File: src/rtl/mips_pkg.sv
// Shared types and constants for the multicycle MIPS core: opcodes, functs,
// ALU control codes, FSM states and the controller-to-datapath control bundle.
package mips_pkg;

   localparam int unsigned XLEN   = 32;
   localparam int unsigned REG_AW = 5;
   localparam int unsigned OP_W   = 6;

   localparam logic [OP_W-1:0] OP_RTYPE = 6'b000000;
   localparam logic [OP_W-1:0] OP_LW    = 6'b100011;
   localparam logic [OP_W-1:0] OP_SW    = 6'b101011;
   localparam logic [OP_W-1:0] OP_BEQ   = 6'b000100;
   localparam logic [OP_W-1:0] OP_ADDI  = 6'b001000;
   localparam logic [OP_W-1:0] OP_J     = 6'b000010;

   localparam logic [OP_W-1:0] FN_ADD = 6'h20;
   localparam logic [OP_W-1:0] FN_SUB = 6'h22;
   localparam logic [OP_W-1:0] FN_AND = 6'h24;
   localparam logic [OP_W-1:0] FN_OR  = 6'h25;
   localparam logic [OP_W-1:0] FN_SLT = 6'h2A;

   typedef enum logic [2:0] {
      ALU_AND = 3'b000,
      ALU_OR  = 3'b001,
      ALU_ADD = 3'b010,
      ALU_SUB = 3'b110,
      ALU_SLT = 3'b111
   } alu_ctl_t;

   typedef enum logic [3:0] {
      S_FETCH  = 4'd0,
      S_DECODE = 4'd1,
      S_MEMADR = 4'd2,
      S_MEMRD  = 4'd3,
      S_MEMWB  = 4'd4,
      S_MEMWR  = 4'd5,
      S_EXEC   = 4'd6,
      S_ALUWB  = 4'd7,
      S_BRANCH = 4'd8,
      S_ADDIEX = 4'd9,
      S_ADDIWB = 4'd10,
      S_JUMP   = 4'd11
`ifdef MIPS_MULTI_TRAP_EN
      ,
      S_HALT   = 4'd12
`endif
   } state_t;

   // Source of the value captured into ALUOut.
   typedef enum logic [1:0] {
      AO_BRTGT = 2'd0,
      AO_ADDR  = 2'd1,
      AO_RALU  = 2'd2
   } aluo_sel_t;

   typedef struct packed {
      logic      mem_req;
      logic      mem_we;
      logic      addr_alu;
      logic      ir_we;
      logic      pc_inc;
      logic      pc_br;
      logic      pc_jmp;
      logic      ab_we;
      logic      aluo_we;
      aluo_sel_t aluo_sel;
      logic      mdr_we;
      logic      rf_we;
      logic      rf_dst_rd;
      logic      rf_src_mdr;
      logic      retire;
   } ctrl_t;

   function automatic alu_ctl_t alu_ctl(input logic [OP_W-1:0] funct);
      case (funct)
         FN_SUB:  return ALU_SUB;
         FN_AND:  return ALU_AND;
         FN_OR:   return ALU_OR;
         FN_SLT:  return ALU_SLT;
         default: return ALU_ADD;
      endcase
   endfunction

   function automatic logic [XLEN-1:0] alu(input logic [XLEN-1:0] a,
                                           input logic [XLEN-1:0] b,
                                           input alu_ctl_t        ctl);
      case (ctl)
         ALU_AND: return a & b;
         ALU_OR:  return a | b;
         ALU_SUB: return a - b;
         ALU_SLT: return XLEN'($signed(a) < $signed(b));
         default: return a + b;
      endcase
   endfunction

   function automatic logic is_valid(input logic [OP_W-1:0] op,
                                     input logic [OP_W-1:0] funct);
      case (op)
         OP_RTYPE: return (funct == FN_ADD) || (funct == FN_SUB) || (funct == FN_AND) ||
                          (funct == FN_OR)  || (funct == FN_SLT);
         OP_LW, OP_SW, OP_BEQ, OP_ADDI, OP_J: return 1'b1;
         default: return 1'b0;
      endcase
   endfunction

endpackage

File: src/rtl/mips_multi_ctrl.sv
// Multicycle controller: state sequencing plus per-state enables/selects.
// MIPS_MULTI_TRAP_EN routes unsupported instructions to a sticky HALT state.
module mips_multi_ctrl
   import mips_pkg::*;
(
   input  logic            clk,
   input  logic            rst_n,
   input  logic [OP_W-1:0] op_i,
   input  logic [OP_W-1:0] funct_i,
   input  logic            mem_ready_i,
   output ctrl_t           ctrl_c_o
`ifdef MIPS_MULTI_TRAP_EN
   ,
   output logic            trap_o
`endif
);

   state_t state_q;
   logic   valid_c;

   assign valid_c = is_valid(op_i, funct_i);

`ifdef MIPS_MULTI_TRAP_EN
   logic trap_q;
   assign trap_o = trap_q;
`endif

   always_ff @(posedge clk or negedge rst_n) begin
      if (!rst_n) begin
         state_q <= S_FETCH;
`ifdef MIPS_MULTI_TRAP_EN
         trap_q  <= 1'b0;
`endif
      end else begin
         case (state_q)
            S_FETCH:  if (mem_ready_i) state_q <= S_DECODE;
            S_DECODE: begin
               if (!valid_c) begin
`ifdef MIPS_MULTI_TRAP_EN
                  state_q <= S_HALT;
                  trap_q  <= 1'b1;
`else
                  state_q <= S_FETCH;
`endif
               end else begin
                  case (op_i)
                     OP_LW, OP_SW: state_q <= S_MEMADR;
                     OP_RTYPE:     state_q <= S_EXEC;
                     OP_BEQ:       state_q <= S_BRANCH;
                     OP_ADDI:      state_q <= S_ADDIEX;
                     default:      state_q <= S_JUMP;
                  endcase
               end
            end
            S_MEMADR: state_q <= (op_i == OP_LW) ? S_MEMRD : S_MEMWR;
            S_MEMRD:  if (mem_ready_i) state_q <= S_MEMWB;
            S_MEMWR:  if (mem_ready_i) state_q <= S_FETCH;
            S_EXEC:   state_q <= S_ALUWB;
            S_ADDIEX: state_q <= S_ADDIWB;
`ifdef MIPS_MULTI_TRAP_EN
            S_HALT:   state_q <= S_HALT;
`endif
            default:  state_q <= S_FETCH;
         endcase
      end
   end

   // Control outputs are a pure decode of the current state (plus ready).
   always_comb begin
      ctrl_c_o          = '0;
      ctrl_c_o.aluo_sel = AO_BRTGT;
      case (state_q)
         S_FETCH: begin
            ctrl_c_o.mem_req = 1'b1;
            ctrl_c_o.ir_we   = mem_ready_i;
            ctrl_c_o.pc_inc  = mem_ready_i;
         end
         S_DECODE: begin
            ctrl_c_o.ab_we    = 1'b1;
            ctrl_c_o.aluo_we  = 1'b1;
            ctrl_c_o.aluo_sel = AO_BRTGT;
`ifndef MIPS_MULTI_TRAP_EN
            ctrl_c_o.retire   = !valid_c;
`endif
         end
         S_MEMADR, S_ADDIEX: begin
            ctrl_c_o.aluo_we  = 1'b1;
            ctrl_c_o.aluo_sel = AO_ADDR;
         end
         S_MEMRD: begin
            ctrl_c_o.mem_req  = 1'b1;
            ctrl_c_o.addr_alu = 1'b1;
            ctrl_c_o.mdr_we   = mem_ready_i;
         end
         S_MEMWB: begin
            ctrl_c_o.rf_we      = 1'b1;
            ctrl_c_o.rf_src_mdr = 1'b1;
            ctrl_c_o.retire     = 1'b1;
         end
         S_MEMWR: begin
            ctrl_c_o.mem_req  = 1'b1;
            ctrl_c_o.mem_we   = 1'b1;
            ctrl_c_o.addr_alu = 1'b1;
            ctrl_c_o.retire   = mem_ready_i;
         end
         S_EXEC: begin
            ctrl_c_o.aluo_we  = 1'b1;
            ctrl_c_o.aluo_sel = AO_RALU;
         end
         S_ALUWB: begin
            ctrl_c_o.rf_we     = 1'b1;
            ctrl_c_o.rf_dst_rd = 1'b1;
            ctrl_c_o.retire    = 1'b1;
         end
         S_ADDIWB: begin
            ctrl_c_o.rf_we  = 1'b1;
            ctrl_c_o.retire = 1'b1;
         end
         S_BRANCH: begin
            ctrl_c_o.pc_br  = 1'b1;
            ctrl_c_o.retire = 1'b1;
         end
         S_JUMP: begin
            ctrl_c_o.pc_jmp = 1'b1;
            ctrl_c_o.retire = 1'b1;
         end
         default: ;
      endcase
   end

endmodule

File: src/rtl/mips_multi.sv
// Multicycle MIPS core top: datapath, 32x32 register file and ALU around
// mips_multi_ctrl. Optional trap/HALT support under MIPS_MULTI_TRAP_EN.
module mips_multi
   import mips_pkg::*;
#(
   parameter logic [31:0] RESET_PC = 32'h0000_0000,
   parameter int unsigned ADDR_W   = 32
)(
   input  logic              clk,
   input  logic              reset,
   output logic              mem_req,
   output logic              mem_we,
   output logic [ADDR_W-1:0] mem_addr,
   output logic [XLEN-1:0]   mem_wdata,
   input  logic [XLEN-1:0]   mem_rdata,
   input  logic              mem_ready,
   output logic              retire,
   output logic [XLEN-1:0]   pc
`ifdef MIPS_MULTI_TRAP_EN
   ,
   output logic              trap
`endif
);

   ctrl_t ctrl;

   logic [XLEN-1:0] pc_q, pc_d;
   logic [XLEN-1:0] ir_q, a_q, b_q, aluo_q, aluo_d, mdr_q;
   logic [XLEN-1:0] rf_q [2**REG_AW];
   logic [XLEN-1:0] sext, rs_val, rt_val, rf_wdata, addr_full;
   logic [REG_AW-1:0] rs, rt, rd, rf_waddr;

   mips_multi_ctrl u_ctrl (
      .clk         (clk),
      .rst_n       (reset),
      .op_i        (ir_q[31:26]),
      .funct_i     (ir_q[5:0]),
      .mem_ready_i (mem_ready),
      .ctrl_c_o    (ctrl)
`ifdef MIPS_MULTI_TRAP_EN
      ,
      .trap_o      (trap)
`endif
   );

   assign rs   = ir_q[25:21];
   assign rt   = ir_q[20:16];
   assign rd   = ir_q[15:11];
   assign sext = {{16{ir_q[15]}}, ir_q[15:0]};

   // Handshake strobes are gated by reset so nothing is requested while held.
   assign mem_req   = ctrl.mem_req & reset;
   assign mem_we    = ctrl.mem_we & reset;
   assign retire    = ctrl.retire & reset;
   assign addr_full = ctrl.addr_alu ? aluo_q : pc_q;
   assign mem_addr  = ADDR_W'({addr_full[XLEN-1:2], 2'b00});
   assign mem_wdata = b_q;
   assign pc        = pc_q;

   assign rs_val   = (rs == '0) ? '0 : rf_q[rs];
   assign rt_val   = (rt == '0) ? '0 : rf_q[rt];
   assign rf_waddr = ctrl.rf_dst_rd ? rd : rt;
   assign rf_wdata = ctrl.rf_src_mdr ? mdr_q : aluo_q;

   always_comb begin
      aluo_d = aluo_q;
      case (ctrl.aluo_sel)
         AO_BRTGT: aluo_d = pc_q + {sext[XLEN-3:0], 2'b00};
         AO_ADDR:  aluo_d = a_q + sext;
         AO_RALU:  aluo_d = alu(a_q, b_q, alu_ctl(ir_q[5:0]));
         default:  aluo_d = aluo_q;
      endcase
   end

   always_comb begin
      pc_d = pc_q;
      if (ctrl.pc_inc)                 pc_d = pc_q + XLEN'(4);
      if (ctrl.pc_br && (a_q == b_q))  pc_d = aluo_q;
      if (ctrl.pc_jmp)                 pc_d = {pc_q[31:28], ir_q[25:0], 2'b00};
   end

   always_ff @(posedge clk or negedge reset) begin
      if (!reset) begin
         pc_q   <= RESET_PC;
         ir_q   <= '0;
         a_q    <= '0;
         b_q    <= '0;
         aluo_q <= '0;
         mdr_q  <= '0;
      end else begin
         pc_q <= pc_d;
         if (ctrl.ir_we)   ir_q   <= mem_rdata;
         if (ctrl.ab_we) begin
            a_q <= rs_val;
            b_q <= rt_val;
         end
         if (ctrl.aluo_we) aluo_q <= aluo_d;
         if (ctrl.mdr_we)  mdr_q  <= mem_rdata;
      end
   end

   // Register file keeps its contents across reset; $0 is never written.
   always_ff @(posedge clk) begin
      if (ctrl.rf_we && (rf_waddr != '0)) rf_q[rf_waddr] <= rf_wdata;
   end

endmodule

File: config.mk
export PLATFORM = sky130hd
export DESIGN_NAME = mips_multi
export DESIGN_NICKNAME = d
export VERILOG_FILES = /design/src/rtl/mips_pkg.sv /design/src/rtl/mips_multi_ctrl.sv /design/src/rtl/mips_multi.sv
export SDC_FILE = /design/constraint.sdc
export NUM_CORES = 2
export LEC_CHECK = 0
export CAP_MARGIN = 30
export CORE_MARGIN = 2
export CORE_UTILIZATION = 40
export CTS_BUF_LIST = sky130_fd_sc_hd__clkbuf_8
export DETAILED_ROUTE_END_ITERATION = 12
export MAX_ROUTING_LAYER = met4
export PLACE_DENSITY = 0.53
export SLEW_MARGIN = 20
export SYNTH_ARGS = -nofsm -noshare
export SYNTH_HDL_FRONTEND = slang
export SYNTH_SLANG_ARGS = --single-unit
File: constraint.sdc
create_clock -name clk -period 5.6 [get_ports clk]
set_clock_uncertainty 0.2 [all_clocks]
set_input_delay 0.84 -clock clk [delete_from_list [all_inputs] [get_ports clk]]
set_output_delay 0.84 -clock clk [all_outputs]
set_load 0.05 [all_outputs]
* Word-level counts from Yosys, hierarchy flattened *
Memories as Yosys holds them, arrays and structs flattened.
Index checks and enable logic that the tools add are counted.

operators by class
  add/subtract/negate cells = 5
  order comparisons = 1
  equal/unequal tests = 30
  muxes and demuxes = 35
  bitwise logic cells = 6
  reduce and logical (&&, ||, !) cells = 27

operators by type and width
  cell                                                 number
  two-way mux 32 bit                                   6
  case mux 32 bit (4 select lines)                     1
  adder 32 bit                                         3
  case mux 32 bit (3 select lines)                     1
  equality test 6 bit, second input constant           7
  adder 32 x 3 -> 32 bit, second input constant        1
  AND 32 bit                                           1
  equality test 32 bit                                 1
  less-than comparator 32 bit                          1
  OR 32 bit                                            1
  subtractor 32 bit                                    1
  two-way mux 28 bit                                   1
  case mux 4 bit (7 select lines)                      1
  equality test 4 x 3 -> 1 bit, second input constant  4
  equality test 4 bit, second input constant           4
  two-way mux 4 bit                                    4
  case mux 4 bit (4 select lines)                      1
  two-way mux 1 bit                                    12
  case mux 3 bit (4 select lines)                      1
  zero test 5 bit                                      2
  OR reduction 5 bit                                   2
  case mux 3 bit (3 select lines)                      1
  equality test 4 x 2 -> 1 bit, second input constant  2
  equality test 3 bit, second input constant           2
  29 further kinds                                     43

word-level totals
  bits in registers = 196
  bits in writable memories = 1024
  bits of input ports = 35
  logic and storage cells = 113
  memories = 1

memory list
  memory  words  bits a word  rd ports  clocked after memory_dff  write ports  RTL line          text
  rf_q    32     32           2         0                         1            mips_multi.sv:29  logic [XLEN-1:0] rf_q [2**REG_AW];

* Logic depth before layout (Yosys ltp) *
  word-level depth = 9
  mapped depth = 14
  depth with buffers taken out = 13

* Hierarchy *
Synthesis repeated with hierarchy kept, for this count alone.

unflattened totals
  cells, all modules = 4163
  area, all modules = 64504.4 sq um

modules (own cells, without submodules)
  module           instances  cells an instance  area each (sq um)  seq. area each (sq um)
  mips_multi       1          4080               63887.5            35554.1
  mips_multi_ctrl  1          83                 616.8              100.1

* Worst setup path before layout *
No wires, ideal clock.

  path type = register to register
  start point = reg ir_q[16]
  end point = mem rf_q[18][0] (enable)
  setup time = 0.421 ns
  data arrival time = 3.567 ns
  data required time = 4.979 ns
  path slack = 1.412 ns
  stages on the path, launching flop included = 12
  cell sequence = dfrtp_1 buf_2 buf_4 buf_2 buf_4 buf_4 inv_1 a31oi_1 inv_1 a21oi_1 nand2_1 nor2_1

between the ends
  cells in the longest elaborated chain, start to end = 5

ends and longest elaborated chain
  item                                     RTL line           text
  start: declaration                       mips_multi.sv:28   logic [XLEN-1:0] ir_q, a_q, b_q, aluo_q, aluo_d, mdr_q;
  start signal: assignment                 mips_multi.sv:92   if (ctrl.ir_we) ir_q <= mem_rdata;
  two-way mux 5 bit (*)                    mips_multi.sv:62   assign rf_waddr = ctrl.rf_dst_rd ? rd : rt;
  nonzero test 5 bit                       mips_multi.sv:104  if (ctrl.rf_we && (rf_waddr != '0)) rf_q[rf_waddr] <= rf_wdata;
  logical AND 1 bit                        mips_multi.sv:104
  two-way mux 1 bit                        mips_multi.sv:104
  two-way mux 1 bit (implied by the code)  mips_multi.sv:104
  end: declaration                         mips_multi.sv:29

Mark *: on every way between the ends. The rest lies on a longest branch, timed or not.

* Worst setup path in the final report *
  start point = reg ir_q[2]
  end point = out retire

between the ends
  cells in the longest elaborated chain, start to end = 9

ends and longest elaborated chain
  item                                 RTL line               text
  equality test 6 bit                  mips_pkg.sv:99         OP_RTYPE: return (funct == FN_ADD) || (funct == FN_SUB) || (funct == FN_AND) ||
  logical OR 1 bit (3 in a row)        mips_pkg.sv:99
  logical OR 1 bit (*)                 mips_pkg.sv:100        (funct == FN_OR) || (funct == FN_SLT);
  case mux 1 bit (2 select lines) (*)  mips_pkg.sv:98         case (op)
  zero test 1 bit (*)                  -
  case mux 1 bit (3 select lines) (*)  mips_multi_ctrl.sv:72  case (state_q)
  AND 1 bit (*)                        mips_multi.sv:54       assign retire = ctrl.retire & reset;
  end: declaration                     mips_multi.sv:17       output logic retire,

Marks and branches as above.

==> impl_metrics.py <==
metrics = {
    "run_status": {
        "status": "complete, no violations",
    },
    "synth": {
        "synth-xor-area-share_pct": 1.14,
        "muxShareOfSynthArea_pct": 24.6,
        "synth_simple_gate_area_share_pct": 5.42,
        "ys_ff_latch": 1220,
        "synthAdderAreaFrac_pct": 3.22,
        "ys_warn_count": 0,
        "netlist_area_sq_um": 64600,
        "synth_compound_area_share_pct": 7.87,
        "netlist_instances": 4222,
        "synth_top_family_by_area": "multiplexers",
        "synth-edff-count": 1024,
        "synthDistinctLibCells": 89,
        "synth_flop_cell": "edfxtp_1",
        "ys_seq_area_share_pct": 55.2,
        "synth.avg_cell_area_sq_um": 15.3,
        "async_flop_share_pct": 16.1,
    },
    "global_route": {
        "antenna_found_initial": 19,
        "grt_max_degree": 79,
        "gr-usage-all-layers_pct": 28.1,
        "overflow": 0,
        "grt_pass1_wl_mm": 317,
        "grt_pass1_vias": 42000,
    },
    "timing": {
        "fin_setup_tns_ps": 0,
        "hold_viol": 0,
        "min_period_ps": 4730,
        "worst_pin_slew_ps": 1070,
        "finalSetupViolCount": 0,
        "clock.fmax_mhz": 212,
        "slew_violations": 0,
        "rsz0062_at_grt": "false",
        "slew_headroom_pct": 28.9,
        "fin_crit_sh_pct": 84.4,
        "worst_hold_slack_ps": 167,
    },
    "clocking": {
        "post_cts_buffers": 0,
        "numCtsBuffers": 212,
        "tritoncts": "built",
        "cts-root-buf": "clkbuf_8",
        "cts_repair_resize_count": 0,
        "cts_buffer_depth": 3,
        "clk_pin_slew_ps": 70,
        "htree_levels": 4,
        "holdBufCountCts": 1,
        "cts_sinks": 1220,
        "clk_latency_ps": 970,
    },
    "floorplanning": {
        "coreArea_sq_um": 160000,
        "num_rows": 147,
        "dieArea_sq_um": 165000,
        "die_w_um": 406,
        "boundaryPins": 134,
        "start_util_pct": 40.3,
        "chipHeight_um": 406,
    },
    "setup_path": {
        "crit_path_max_incr_delay_ps": 810,
        "crit_start": "ir_q[2]$_DFFE_PN0P_",
        "crit_chain": "mux2i_1 -> a31o_2 -> a22oi_1 -> o21a_1 -> nor2_1 -> nor3_1 -> a21oi_1 -> o21ai_0 -> and2_1 -> clkdlybuf4s50_1",
        "rr_worst_depth": 10,
        "cp_data_required_time_ps": 4560,
        "r2r-start": "u_ctrl.state_q[2]$_DFFE_PN0P_",
        "crit_path_end": "retire",
        "reg2reg_slack_ps": 1090,
        "end_kind": "primary output",
        "r2r_end": "rf_q[3][13]$_DFFE_PP_",
        "arrival_ps": 3690,
        "startpoint_type": "register",
        "criticalPathCategory": "register to primary output",
        "slowest_stage": "clkdlybuf4s50_1",
        "cp_max_fo": 9,
    },
    "layout": {
        "final_nets": 4640,
        "regArea_sq_um": 35700,
        "num-fill-cells": 14200,
        "multi_input_comb_area_sq_um": 27800,
        "area_growth_syn_to_layout_pct": 13.2,
        "design_area_sq_um": 73100,
        "layout_common_cells": "edfxtp_1, mux4_2, nand2_1, clkbuf_8, a21oi_1",
        "layout-drive-gt1-share_pct": 26.5,
        "mostFrequentLayoutCell": "edfxtp_1",
    },
    "placed_design": {
        "port_buffers": 131,
        "placed_area_sq_um": 69200,
        "place_congestion": 1.02,
        "dp_hpwl_mm": 148,
    },
    "route": {
        "drc_errors": 0,
        "ant_nets": 0,
        "dr.pass1.iters": 8,
        "viasPerCell": 6.20,
        "drt_iter0_drc": 4803,
        "avgRoutedWirePerCell_um": 33.0,
        "via_count": 42000,
        "routed_wl_mm": 224,
    },
    "job": {
        "cap_viol_max_count": 0,
    },
    "power": {
        "ir_worst_vdd_mv": 0.359,
        "p_leak_nw": 25.0,
        "p_per_area_nw_per_um2": 607,
    },
    "hold_path": {
        "hp-class": "primary input to asynchronous set/reset pin",
    },
}
## Yosys cell counts (15+ instances only)
master,number,area [sq um]
nand3_1,44,220
buf_2,38,190
o32ai_1,25,219
nor2b_1,43,269
mux2i_1,63,631
xor2_1,22,193
o21a_1,21,158
nand2b_1,32,200
a21oi_1,215,1080
buf_1,46,173
o22ai_1,100,626
and3_1,16,100
o31ai_1,15,113
a22oi_1,29,218
nor2_1,173,649
a21o_1,36,270
ha_1,160,2000
nor3_1,54,270
clkbuf_1,181,679
nand2_1,279,1050
edfxtp_1,1024,30700
a221oi_1,16,140
a211oi_1,28,210
inv_1,121,454
nand4_1,18,113
o21ai_0,156,781
o211ai_1,23,173
a31oi_1,27,169
xnor2_1,62,543
mux4_2,608,13700
mux2_2,141,1590
dfrtp_1,196,4900
## flip-flops by register name, indices dropped and copies added (netlist names)
register / cells
pc: 32
aluo_q: 32
rf_q: 1024
u_ctrl.state_q: 4
mem_wdata: 32
mdr_q: 32
a_q: 32
ir_q: 32
## through the flow
stage                     power [mW]  std cells  util, %  setup WS [ps]
after global placement          36.7       6381     43.1           1210
after detailed placement        36.7       6386     43.1           1140
after CTS                       44.5       6765     45.6            762
after floorplan                 27.9       4255        -           1410
final                           44.4       6772     45.6            872
after global routing            46.4       6770     45.6            661
## worst min path at each step
stage | depth (start not counted) | endpoint
global route | 2 | pc[12]$_DFFE_PN0P_
global placement | 1 | mdr_q[16]$_DFFE_PN0P_
floorplan | 2 | aluo_q[1]$_DFFE_PN0P_
finish | 2 | pc[12]$_DFFE_PN0P_
detailed placement | 1 | mdr_q[13]$_DFFE_PN0P_
CTS | 2 | pc[12]$_DFFE_PN0P_
## layout make-up
class | instances | area share (%)
clock inverter | 156 | 1.18
timing repair buffer | 250 | 3.51
sequential | 1220 | 48.8
tap | 2160 | 3.70
multi-input combinational | 2634 | 38.0
antenna | 7 | 0.0240
inverter | 123 | 0.631
clock buffer | 222 | 4.18
## cells by family after synthesis
| kind of cell | after synthesis |
|---|---|
| muxes | 812 |
| and+or+nand+nor | 742 |
| other | 1 |
| AOI/OAI and AO/OA | 798 |
| DFF | 1220 |
| buffers and inverters | 401 |
| xor gates and xnor gates | 84 |
| adders and majority gates | 164 |
## per-layer routing
layer  vias to the layer above  wire length [um]  track usage [%]
met5                         -                 0                -
met4                         0              7750             9.51
met3                       362             15000             4.52
met2                      1706            107000             43.5
met1                     22300             94400             38.0
li1                      17600                 -                -
## critical path: cells and delay by family (launching register included)
| family | cells | cell delay (ps) |
|---|---|---|
| compound gates | 5 | 860 |
| buf+inv | 1 | 810 |
| flops | 1 | 610 |
| simple gates | 3 | 370 |
| mux | 1 | 140 |
## power breakdown
part	leakage (nW)	total, mW	internal [mW]	switching (mW)
Sequential	11.7	13.9	12.0	1.87
Combinational	11.0	22.7	8.78	14.0
Clock	2.26	7.76	3.91	3.85
Total	25.0	44.4	24.7	19.7
Note: power is estimated with default switching activity, not from simulation.
